`src/rtl/serror_scoreboard_pkg.sv`:
```
// ============================================================================
// serror_scoreboard_pkg : shared FSM state type and default sizing constants
// Rev 1.0 : initial release
// ============================================================================
`default_nettype none

package serror_scoreboard_pkg;

  typedef enum logic [1:0] {
    ST_IDLE = 2'd0,
    ST_RUN  = 2'd1,
    ST_DONE = 2'd2
  } state_t;

  localparam int C_DATAWIDTH = 8;
  localparam int C_CNTWIDTH  = 16;
  localparam int C_WINDOW    = 1000;

endpackage

`default_nettype wire

```
`src/rtl/serror_scoreboard_sat_counter.sv`:
```
// ============================================================================
// sat_counter : up-counter with enable and synchronous clear that sticks at all-ones
// Rev 1.0 : initial release
// ============================================================================
`default_nettype none

module sat_counter #(
  parameter int WIDTH = 16
) (
  input  logic             clk,
  input  logic             rst,
  input  logic             i_clr,
  input  logic             i_en,
  output logic [WIDTH-1:0] o_cnt
);

  logic [WIDTH-1:0] cnt_q;
  logic [WIDTH-1:0] cnt_d;

  always_comb begin
    cnt_d = cnt_q;
    if (i_clr) begin
      cnt_d = '0;
    end else if (i_en && (cnt_q != '1)) begin
      cnt_d = cnt_q + WIDTH'(1);
    end
  end

  always_ff @(posedge clk or posedge rst) begin
    if (rst) begin
      cnt_q <= '0;
    end else begin
      cnt_q <= cnt_d;
    end
  end

  assign o_cnt = cnt_q;

endmodule

`default_nettype wire

```
`src/rtl/serror_scoreboard.sv`:
```
// ============================================================================
// serror_scoreboard : two-stage compare of DUT vs reference data over a fixed window
// Rev 1.0 : initial release
// ============================================================================
`default_nettype none

module serror_scoreboard
  import serror_scoreboard_pkg::*;
#(
  parameter int DATAWIDTH = C_DATAWIDTH,
  parameter int CNTWIDTH  = C_CNTWIDTH,
  parameter int WINDOW    = C_WINDOW
) (
  input  logic                 Clk,
  input  logic                 Rst,
  input  logic                 clr,
  input  logic [DATAWIDTH-1:0] meas,
  input  logic [DATAWIDTH-1:0] refd,
  input  logic                 valid,
  output logic [CNTWIDTH-1:0]  sample_cnt,
  output logic [CNTWIDTH-1:0]  err_cnt,
  output logic [CNTWIDTH-1:0]  first_idx,
  output logic [DATAWIDTH-1:0] first_meas,
  output logic [DATAWIDTH-1:0] first_ref,
  output logic                 done,
  output logic                 pass,
  output logic                 fail
);

  localparam logic [CNTWIDTH-1:0] C_WIN_LAST = CNTWIDTH'(WINDOW - 1);

  state_t               state_q, state_d;
  logic                 v1_q, v1_d;
  logic [DATAWIDTH-1:0] meas1_q, meas1_d;
  logic [DATAWIDTH-1:0] ref1_q, ref1_d;
  logic                 fail_q, fail_d;
  logic [CNTWIDTH-1:0]  first_idx_q, first_idx_d;
  logic [DATAWIDTH-1:0] first_meas_q, first_meas_d;
  logic [DATAWIDTH-1:0] first_ref_q, first_ref_d;

  logic w_accept;
  logic w_mismatch;
  logic w_last;

  // clr masks accounting so a sample in flight during restart is dropped
  assign w_accept   = v1_q && (state_q != ST_DONE) && !clr;
  assign w_mismatch = w_accept && (meas1_q != ref1_q);
  assign w_last     = w_accept && (sample_cnt == C_WIN_LAST);

  always_comb begin
    v1_d    = valid;
    meas1_d = meas;
    ref1_d  = refd;
    if (clr) begin
      v1_d    = 1'b0;
      meas1_d = '0;
      ref1_d  = '0;
    end
  end

  always_comb begin
    state_d = state_q;
    if (clr) begin
      state_d = ST_IDLE;
    end else begin
      case (state_q)
        ST_IDLE: if (w_accept) state_d = w_last ? ST_DONE : ST_RUN;
        ST_RUN:  if (w_last)   state_d = ST_DONE;
        ST_DONE: state_d = ST_DONE;
        default: state_d = ST_IDLE;
      endcase
    end
  end

  // index is the pre-increment sample count, i.e. the 0-based sample number
  always_comb begin
    fail_d       = fail_q | w_mismatch;
    first_idx_d  = first_idx_q;
    first_meas_d = first_meas_q;
    first_ref_d  = first_ref_q;
    if (clr) begin
      fail_d       = 1'b0;
      first_idx_d  = '0;
      first_meas_d = '0;
      first_ref_d  = '0;
    end else if (w_mismatch && !fail_q) begin
      first_idx_d  = sample_cnt;
      first_meas_d = meas1_q;
      first_ref_d  = ref1_q;
    end
  end

  always_ff @(posedge Clk or posedge Rst) begin
    if (Rst) begin
      state_q      <= ST_IDLE;
      v1_q         <= 1'b0;
      meas1_q      <= '0;
      ref1_q       <= '0;
      fail_q       <= 1'b0;
      first_idx_q  <= '0;
      first_meas_q <= '0;
      first_ref_q  <= '0;
    end else begin
      state_q      <= state_d;
      v1_q         <= v1_d;
      meas1_q      <= meas1_d;
      ref1_q       <= ref1_d;
      fail_q       <= fail_d;
      first_idx_q  <= first_idx_d;
      first_meas_q <= first_meas_d;
      first_ref_q  <= first_ref_d;
    end
  end

  sat_counter #(.WIDTH(CNTWIDTH)) u_sample_cnt (
    .clk   (Clk),
    .rst   (Rst),
    .i_clr (clr),
    .i_en  (w_accept),
    .o_cnt (sample_cnt)
  );

  sat_counter #(.WIDTH(CNTWIDTH)) u_err_cnt (
    .clk   (Clk),
    .rst   (Rst),
    .i_clr (clr),
    .i_en  (w_mismatch),
    .o_cnt (err_cnt)
  );

  assign first_idx  = first_idx_q;
  assign first_meas = first_meas_q;
  assign first_ref  = first_ref_q;
  assign done       = (state_q == ST_DONE);
  assign fail       = fail_q;
  assign pass       = done & ~fail_q;

endmodule

`default_nettype wire

```
`config.mk`:
```
export PLATFORM = sky130hd
export DESIGN_NAME = serror_scoreboard
export DESIGN_NICKNAME = d
export VERILOG_FILES = /design/src/rtl/serror_scoreboard_pkg.sv /design/src/rtl/serror_scoreboard_sat_counter.sv /design/src/rtl/serror_scoreboard.sv
export SDC_FILE = /design/constraint.sdc
export NUM_CORES = 1
export LEC_CHECK = 0
export ABC_AREA = 0
export CELL_PAD_IN_SITES_DETAIL_PLACEMENT = 0
export CELL_PAD_IN_SITES_GLOBAL_PLACEMENT = 2
export CORE_MARGIN = 2
export CORE_UTILIZATION = 25
export DETAILED_ROUTE_END_ITERATION = 16
export DONT_BUFFER_PORTS = 1
export HOLD_SLACK_MARGIN = 0.05
export PLACE_DENSITY_LB_ADDON = 0.1
export SLEW_MARGIN = 10
export SYNTH_ARGS = -nofsm -noshare
export SYNTH_HDL_FRONTEND = slang
export SYNTH_SLANG_ARGS = --single-unit
```
`constraint.sdc`:
```
create_clock -name Clk -period 5.3 [get_ports Clk]
set_clock_uncertainty 0.2 [all_clocks]
set_input_delay 1.06 -clock Clk [delete_from_list [all_inputs] [get_ports Clk]]
set_output_delay 1.06 -clock Clk [all_outputs]
set_load 0.05 [all_outputs]
```
; ---- After elaboration in Yosys (flattened, before gate mapping)
; Index checks and enable logic that the tools add are counted.
[word_totals]
wordCells = 57
regBits = 84
[op_classes]
bitwise_logic = 3
n_mux = 19
n_eq_ne = 9
n_addsub = 2
reduce_logical = 14
[op_table]
columns = cell, n
row1 = 2-to-1 mux 16 bit, 6
row2 = 2-to-1 mux 8 bit, 6
row3 = adder 16 x 1 -> 16 bit (second input constant), 2
row4 = inequality test 16 bit (second input constant), 2
row5 = == test 16 x 10 -> 1 bit (second input constant), 1
row6 = 2-to-1 mux 2 bit, 4
row7 = inequality test 8 bit, 1
row8 = logical AND 1 bit, 7
row9 = one-hot mux 2 bit (3 select lines), 1
row10 = nonzero test 2 bit, 3
row11 = inequality test 3 x 2 -> 1 bit (second input constant), 1
row12 = inequality test 3 bit (second input constant), 1
row13 = == test 2 x 1 -> 1 bit (second input constant), 1
row14 = == test 2 bit (second input constant), 1
row15 = logical NOT 1 bit, 2
row16 = logical NOT 2 bit, 1
row17 = 2-to-1 mux 1 bit, 2
row18 = inequality test 2 bit (second input constant), 1
row19 = AND reduction 2 bit, 1
row20 = bitwise AND 1 bit, 1
row21 = NOT 1 bit, 1
row22 = bitwise OR 1 bit, 1

; ---- Longest topological paths before layout
; Gate-level depths: netlist of the first run.
[logic_depth]
depth_word = 8
mapped_depth = 9
ltp_nobuf = 7

; ---- By module
; Synthesis of the first run repeated with hierarchy kept, for this count alone.
[hier_totals]
cells_unflattened = 390
area_unflattened_um2 = 4345.4
[modules_own_cells]
columns = module, cells_per_inst, seq_area_each_um2, area_per_inst_um2, instances
row1 = serror_scoreboard, 188, 1301.2, 2481.1, 1
row2 = sat_counter, 101, 400.4, 932.1, 2

; ---- Worst setup path before layout of the first run
; OpenSTA, ideal clock, no wires.
[synth_timing]
kind = register -> output
start = register state_q[0]
end = output port pass
arrival_time_ns = 1.819
path_stages_with_launch = 4
path_buffers = 0
path_slack_ns = 2.221
required_time_ns = 4.040
path_cell_list = dfrtp_1 inv_1 ha_1 nor2b_1
[synth_via]
elab_chain_len = 2
[synth_lines]
columns = item, line_no
row1 = from (decl), serror_scoreboard.sv:32  ; state_t state_q, state_d;
row2 = from (signal assigned), serror_scoreboard.sv:104  ; state_q <= state_d;
row3 = == test 2 bit, serror_scoreboard.sv:134  ; assign done = (state_q == ST_DONE);
row4 = named net done, serror_scoreboard.sv:25  ; output logic done,
row5 = bitwise AND 1 bit, serror_scoreboard.sv:136  ; assign pass = done & ~fail_q;
row6 = to (decl), serror_scoreboard.sv:26  ; output logic pass,
; The timed path passes the listed nets, and every way through them passes these cells.

; ---- Worst setup path after layout of the first run
; Ends and elaborated chain as after synthesis.

==> impl_metrics.env, run 1 <==
export IMPL_maxSlewHeadroom_pct=35.83
export IMPL_synth_fp_nets=429
export IMPL_antennaDiodeCount=0
export IMPL_grtUsageTotal_pct=13.11
export IMPL_postCtsHoldBufs=0
export IMPL_yosysTopAreaCellShare_pct=52.76
export IMPL_dp_hpwl_mm=7.141
export IMPL_die_w_um=130.2
export IMPL_first_pass_iters=4
export IMPL_worstMarginPinSlew_ps=962.4
export IMPL_core_area_sq_um=15710
export IMPL_cts_max_path_buffers=2
export IMPL_finalSetupViolations=0
export IMPL_cts_tree="done"
export IMPL_globalplace_congestion=0.7168
export IMPL_max_freq_ghz=0.2842
export IMPL_setup_slack_ps=1782
export IMPL_worstPathArrival_ps=2260
export IMPL_fp_dieH_um=130.2
export IMPL_dp_slack_ps=2143
export IMPL_fin_setup_tns_ps=0
export IMPL_p_leak_nw=1.829
export IMPL_cts_resized=0
export IMPL_dpl_cell_area_sq_um=4192
export IMPL_cts_sinks=84
export IMPL_synth_largest_area_cell="dfrtp_1"
export IMPL_hold_viol=0
export IMPL_postSynthAreaPerCell_sq_um=9.885
export IMPL_cts_buffers=9
export IMPL_crit_path_end_kind="output port"
export IMPL_fillers=1688
export IMPL_path_max_fanout=5
export IMPL_die_area_sq_um=16960
export IMPL_ir_worst_vdd_uv=141.2
export IMPL_crit_required_ps=4040
export IMPL_vias=2913
export IMPL_vias_per_cell=4.737
export IMPL_grt_pass1_vias=2988
export IMPL_final_cell_mix="84 x dfrtp_1, 46 x nand3_1, 35 x o21ai_0"
export IMPL_crit_type="reg -> out"
export IMPL_drt_total_wl_mm=10.63
export IMPL_min_path_type="reg -> reg"
export IMPL_cp_start_kind="flop"
export IMPL_synth_seq_area_share_pct=52.76
export IMPL_async_reset_ff_share_pct=100.0
export IMPL_ys_ff_latch=84
export IMPL_slew_viol_final=0
export IMPL_syn_cell_area_sq_um=3984
export IMPL_grt_ovfl_total=0
export IMPL_clk_pin_slew_worst_paths_ps=70
export IMPL_drc_errors=0
export IMPL_ys_types=50
export IMPL_drt_wirelength_per_cell_um=17.28
export IMPL_nets=420
export IMPL_period_share_pct=66.38
export IMPL_reg2reg_depth=6
export IMPL_first_iter_violations=122
export IMPL_outcome="complete, no violations"
export IMPL_layout_area_overhead_vs_synth_pct=12.94
export IMPL_htreeDepth=3
export IMPL_io_buffers=0
export IMPL_layout_commonest_cell="dfrtp_1"
export IMPL_antenna_found_initial=0
export IMPL_synthCells=403
export IMPL_final_cell_area_sq_um=4499
export IMPL_drive_above_1_share_pct=7.268
export IMPL_power_mw=1.543
export IMPL_cellPowerDensity_nw_per_um2=342.9
export IMPL_num_rows=46
export IMPL_synthTopCellsByArea="dfrtp_1 53%, nand3_1 5.8%, o21ai_0 4.4%"
export IMPL_grt_pass1_wl_mm=16.70
export IMPL_yosysWarnings=0
export IMPL_post_cts_buffers=0
export IMPL_grt_max_degree=58
export IMPL_synth_edf_count=0
export IMPL_min_path_cells=2
export IMPL_initial_core_util_pct=25.35
export IMPL_ys_flop_type="dfrtp_1"
export IMPL_min_period_ps=3518
export IMPL_ios=87
export IMPL_clockRootBuffer="clkbuf_16"
export IMPL_rsz0062_at_grt="false"
export IMPL_route_antenna_remaining_nets=0
export IMPL_drv_cap=0
export IMPL_insertion_delay_ps=340
layer usage:
| metal | track usage [%] | vias to the layer above | routed length, um |
|---|---|---|---|
| li1 | - | 1411 | - |
| met1 | 16.95 | 1411 | 4757 |
| met2 | 19.99 | 81 | 4833 |
| met3 | 4.592 | 10 | 881 |
| met4 | 5.440 | 0 | 155 |
| met5 | 0 | - | 0 |
final timing paths:
kind | from | end | slack, ps
worst max-delay path | state_q[0]$_DFFE_PP0P_ | pass | 1780
worst min-delay path | meas1_q[5]$_DFF_PP0_ | first_meas[5]$_DFFE_PP0P_ | 350
worst max register to register | state_q[0]$_DFFE_PP0P_ | u_err_cnt.o_cnt[7]$_DFFE_PP0P_ | 2450
worst min register to register | meas1_q[5]$_DFF_PP0_ | first_meas[5]$_DFFE_PP0P_ | 350
max in group asynchronous | Rst | first_ref[1]$_DFFE_PP0P_ | 3330
min in group asynchronous | Rst | ref1_q[0]$_DFF_PP0_ | 580
synth_stat cells, types with 7 or more instances:
cell,count
or4_1,8
dfrtp_1,84
inv_1,32
nand4_1,7
nand3_1,46
nand2_1,12
a21oi_1,17
clkbuf_1,14
o31ai_1,9
nor2b_1,20
o21ai_0,35
xnor2_1,11
mux2i_1,7
nor2_1,22
stage by stage:
stage	hold slack [ps]	std cells	utilization, %
after global routing	388.7	615	28.64
after global placement	332.1	599	26.68
final	351.5	615	28.64
after detailed placement	343.4	599	26.68
after CTS	358.2	615	28.64
after floorplan	294.8	403	-
final cells by class:
cell class / instances / area [sq um] / area share [%]
sequential: 84 / 2102 / 46.72
clock buffer: 10 / 239.0 / 5.311
timing repair buffer: 3 / 22.52 / 0.5006
multi-input combinational: 263 / 1672 / 37.15
tap: 216 / 270.3 / 6.007
inverter: 33 / 125.1 / 2.781
clock inverter: 6 / 68.82 / 1.529
power breakdown:
part	leakage, nW	internal (mW)	switching (mW)
Clock	0.150	0.383	0.281
Sequential	1.15	0.663	0.0634
Combinational	0.529	0.0454	0.107
Total	1.83	1.09	0.451
cells by family after synthesis:
kind of cell,Yosys count,share of synthesized area (%)
adders and majority gates,6,1.884
buffers and inverters,56,5.559
muxes,9,2.324
AOI/OAI and AO/OA,82,12.50
DFF,84,52.76
and+or+nand+nor,150,21.45
xor gates and xnor gates,16,3.517
worst max-delay path: stages (launching register included):
cell and delay [ps]:
dfrtp_1 410, inv_1 90, ha_1 590, nor2b_1 830
sequential cells by signal, indices dropped and copies added (netlist names):
| name | count |
|---|---|
| first_idx | 16 |
| ref1_q | 8 |
| meas1_q | 8 |
| u_err_cnt.o_cnt | 16 |
| first_ref | 8 |
| fail | 1 |
| first_meas | 8 |
| state_q | 2 |
| v1_q | 1 |
| u_sample_cnt.o_cnt | 16 |
(Power assumes the default switching activity.)
==> inputs of run 2 (changes only) <==
- clock period: 5.3 -> 3 ns (I/O delays scaled with it)
==> impl_metrics.env, run 2 (same netlist as run 1, synthesis figures left out) <==
export IMPL_min_path_type="in -> async"
export IMPL_maxSlewHeadroom_pct=46.89
export IMPL_drv_cap=0
export IMPL_antennaDiodeCount=0
export IMPL_route_antenna_remaining_nets=0
export IMPL_grt_pass1_wl_mm=17.09
export IMPL_rsz0062_at_grt="false"
export IMPL_hold_viol=0
export IMPL_clockRootBuffer="clkbuf_16"
export IMPL_ir_worst_vdd_uv=292.5
export IMPL_nets=453
export IMPL_antenna_found_initial=0
export IMPL_cts_max_path_buffers=2
export IMPL_cts_resized=0
export IMPL_post_route_util_pct=30.17
export IMPL_grt_max_degree=58
export IMPL_cp_start_kind="flop"
export IMPL_drt_total_wl_mm=10.93
export IMPL_dp_cells=632
export IMPL_outcome="complete, no violations"
export IMPL_drive_above_1_share_pct=14.15
export IMPL_final_cell_area_sq_um=4741
export IMPL_vias=3038
export IMPL_p_leak_nw=1.997
export IMPL_insertion_delay_ps=340
export IMPL_post_cts_buffers=0
export IMPL_path_max_fanout=4
export IMPL_initial_core_util_pct=25.35
export IMPL_min_period_ps=2578
export IMPL_worstMarginPinSlew_ps=793.6
export IMPL_grt_ovfl_total=0
export IMPL_worstPathArrival_ps=1780
export IMPL_grt_pass1_vias=3026
export IMPL_crit_type="reg -> out"
export IMPL_layout_area_overhead_vs_synth_pct=19.00
export IMPL_cts_sinks=84
export IMPL_cellPowerDensity_nw_per_um2=571.3
export IMPL_die_w_um=130.2
export IMPL_layout_commonest_cell="dfrtp_1"
export IMPL_first_iter_violations=96
export IMPL_core_area_sq_um=15710
export IMPL_fin_setup_tns_ps=0
export IMPL_die_area_sq_um=16960
export IMPL_finalNonFillerCells=647
export IMPL_crit_required_ps=2200
export IMPL_first_pass_iters=4
export IMPL_slew_viol_final=0
export IMPL_fillers=1649
export IMPL_dp_hpwl_mm=7.555
export IMPL_finalSetupViolations=0
export IMPL_htreeDepth=3
export IMPL_drc_errors=0
export IMPL_cts_tree="done"
export IMPL_vias_per_cell=4.696
export IMPL_ios=87
export IMPL_grtUsageTotal_pct=13.34
export IMPL_postCtsHoldBufs=0
export IMPL_period_share_pct=85.95
export IMPL_dpl_cell_area_sq_um=4452
export IMPL_globalplace_congestion=0.6859
export IMPL_drt_wirelength_per_cell_um=16.89
export IMPL_num_rows=46
export IMPL_cts_buffers=9
export IMPL_fp_dieH_um=130.2
export IMPL_clk_pin_slew_worst_paths_ps=60
export IMPL_io_buffers=0
export IMPL_final_cell_mix="84 x dfrtp_1, 46 x nand3_1, 35 x o21ai_0, 35 x buf_4, 31 x inv_1"
export IMPL_max_freq_ghz=0.3878
export IMPL_crit_path_end_kind="output port"
-- run 2: path summary, 6_finish.rpt --
kind | start | endpoint | slack (ps) | cells after the start
worst min-delay path | Rst | meas1_q[7]$_DFF_PP0_ | 30 | 1
worst max register to register | state_q[0]$_DFFE_PP0P_ | first_meas[6]$_DFFE_PP0P_ | 520 | 8
worst min register to register | meas1_q[2]$_DFF_PP0_ | first_meas[2]$_DFFE_PP0P_ | 360 | 2
worst max-delay path | state_q[0]$_DFFE_PP0P_ | pass | 420 | 5
max in group asynchronous | Rst | u_sample_cnt.o_cnt[8]$_DFFE_PP0P_ | 1900 | 2
min in group Clk | clr | u_err_cnt.o_cnt[12]$_DFFE_PP0P_ | 120 | 1
-- run 2: power by group --
part | switching, mW | total [mW] | leakage (nW) | internal, mW
combinational | 0.221 | 0.327 | 0.709 | 0.107
clock | 0.477 | 1.12 | 0.138 | 0.641
sequential | 0.0905 | 1.26 | 1.15 | 1.17
total | 0.788 | 2.71 | 2.00 | 1.92
-- run 2: per-layer routing --
metal,vias to the layer above,wire length (um),GRT usage (%)
li1,1479,-,-
met1,1476,4945,16.46
met2,70,5066,21.56
met3,13,713,4.182
met4,0,200,5.756
met5,-,0,0
-- run 2: critical path: stages, from the launching register on --
cell and delay, ps:
dfrtp_1 410, inv_1 100, ha_1 300, buf_4 260, nor2b_1 150, buf_4 210
-- run 2: area by class of cell --
type / count / area, sq um / area share, %
Clock buffer: 9 / 225.2 / 4.751
Clock inverter: 6 / 63.81 / 1.346
Inverter: 33 / 125.1 / 2.639
Multi-Input combinational cell: 263 / 1672 / 35.26
Sequential cell: 84 / 2102 / 44.34
Tap cell: 216 / 270.3 / 5.701
Timing Repair Buffer: 36 / 282.8 / 5.965
-- run 2: through the flow --
stage	power [mW]	hold WS, ps	worst slack, ps
after floorplan	1.521	294.8	34.86
after global placement	1.615	323.9	493.9
after detailed placement	1.618	334.4	435.3
after CTS	2.767	54.35	407.3
after global routing	2.847	100.1	333.8
final	2.708	30.78	421.6
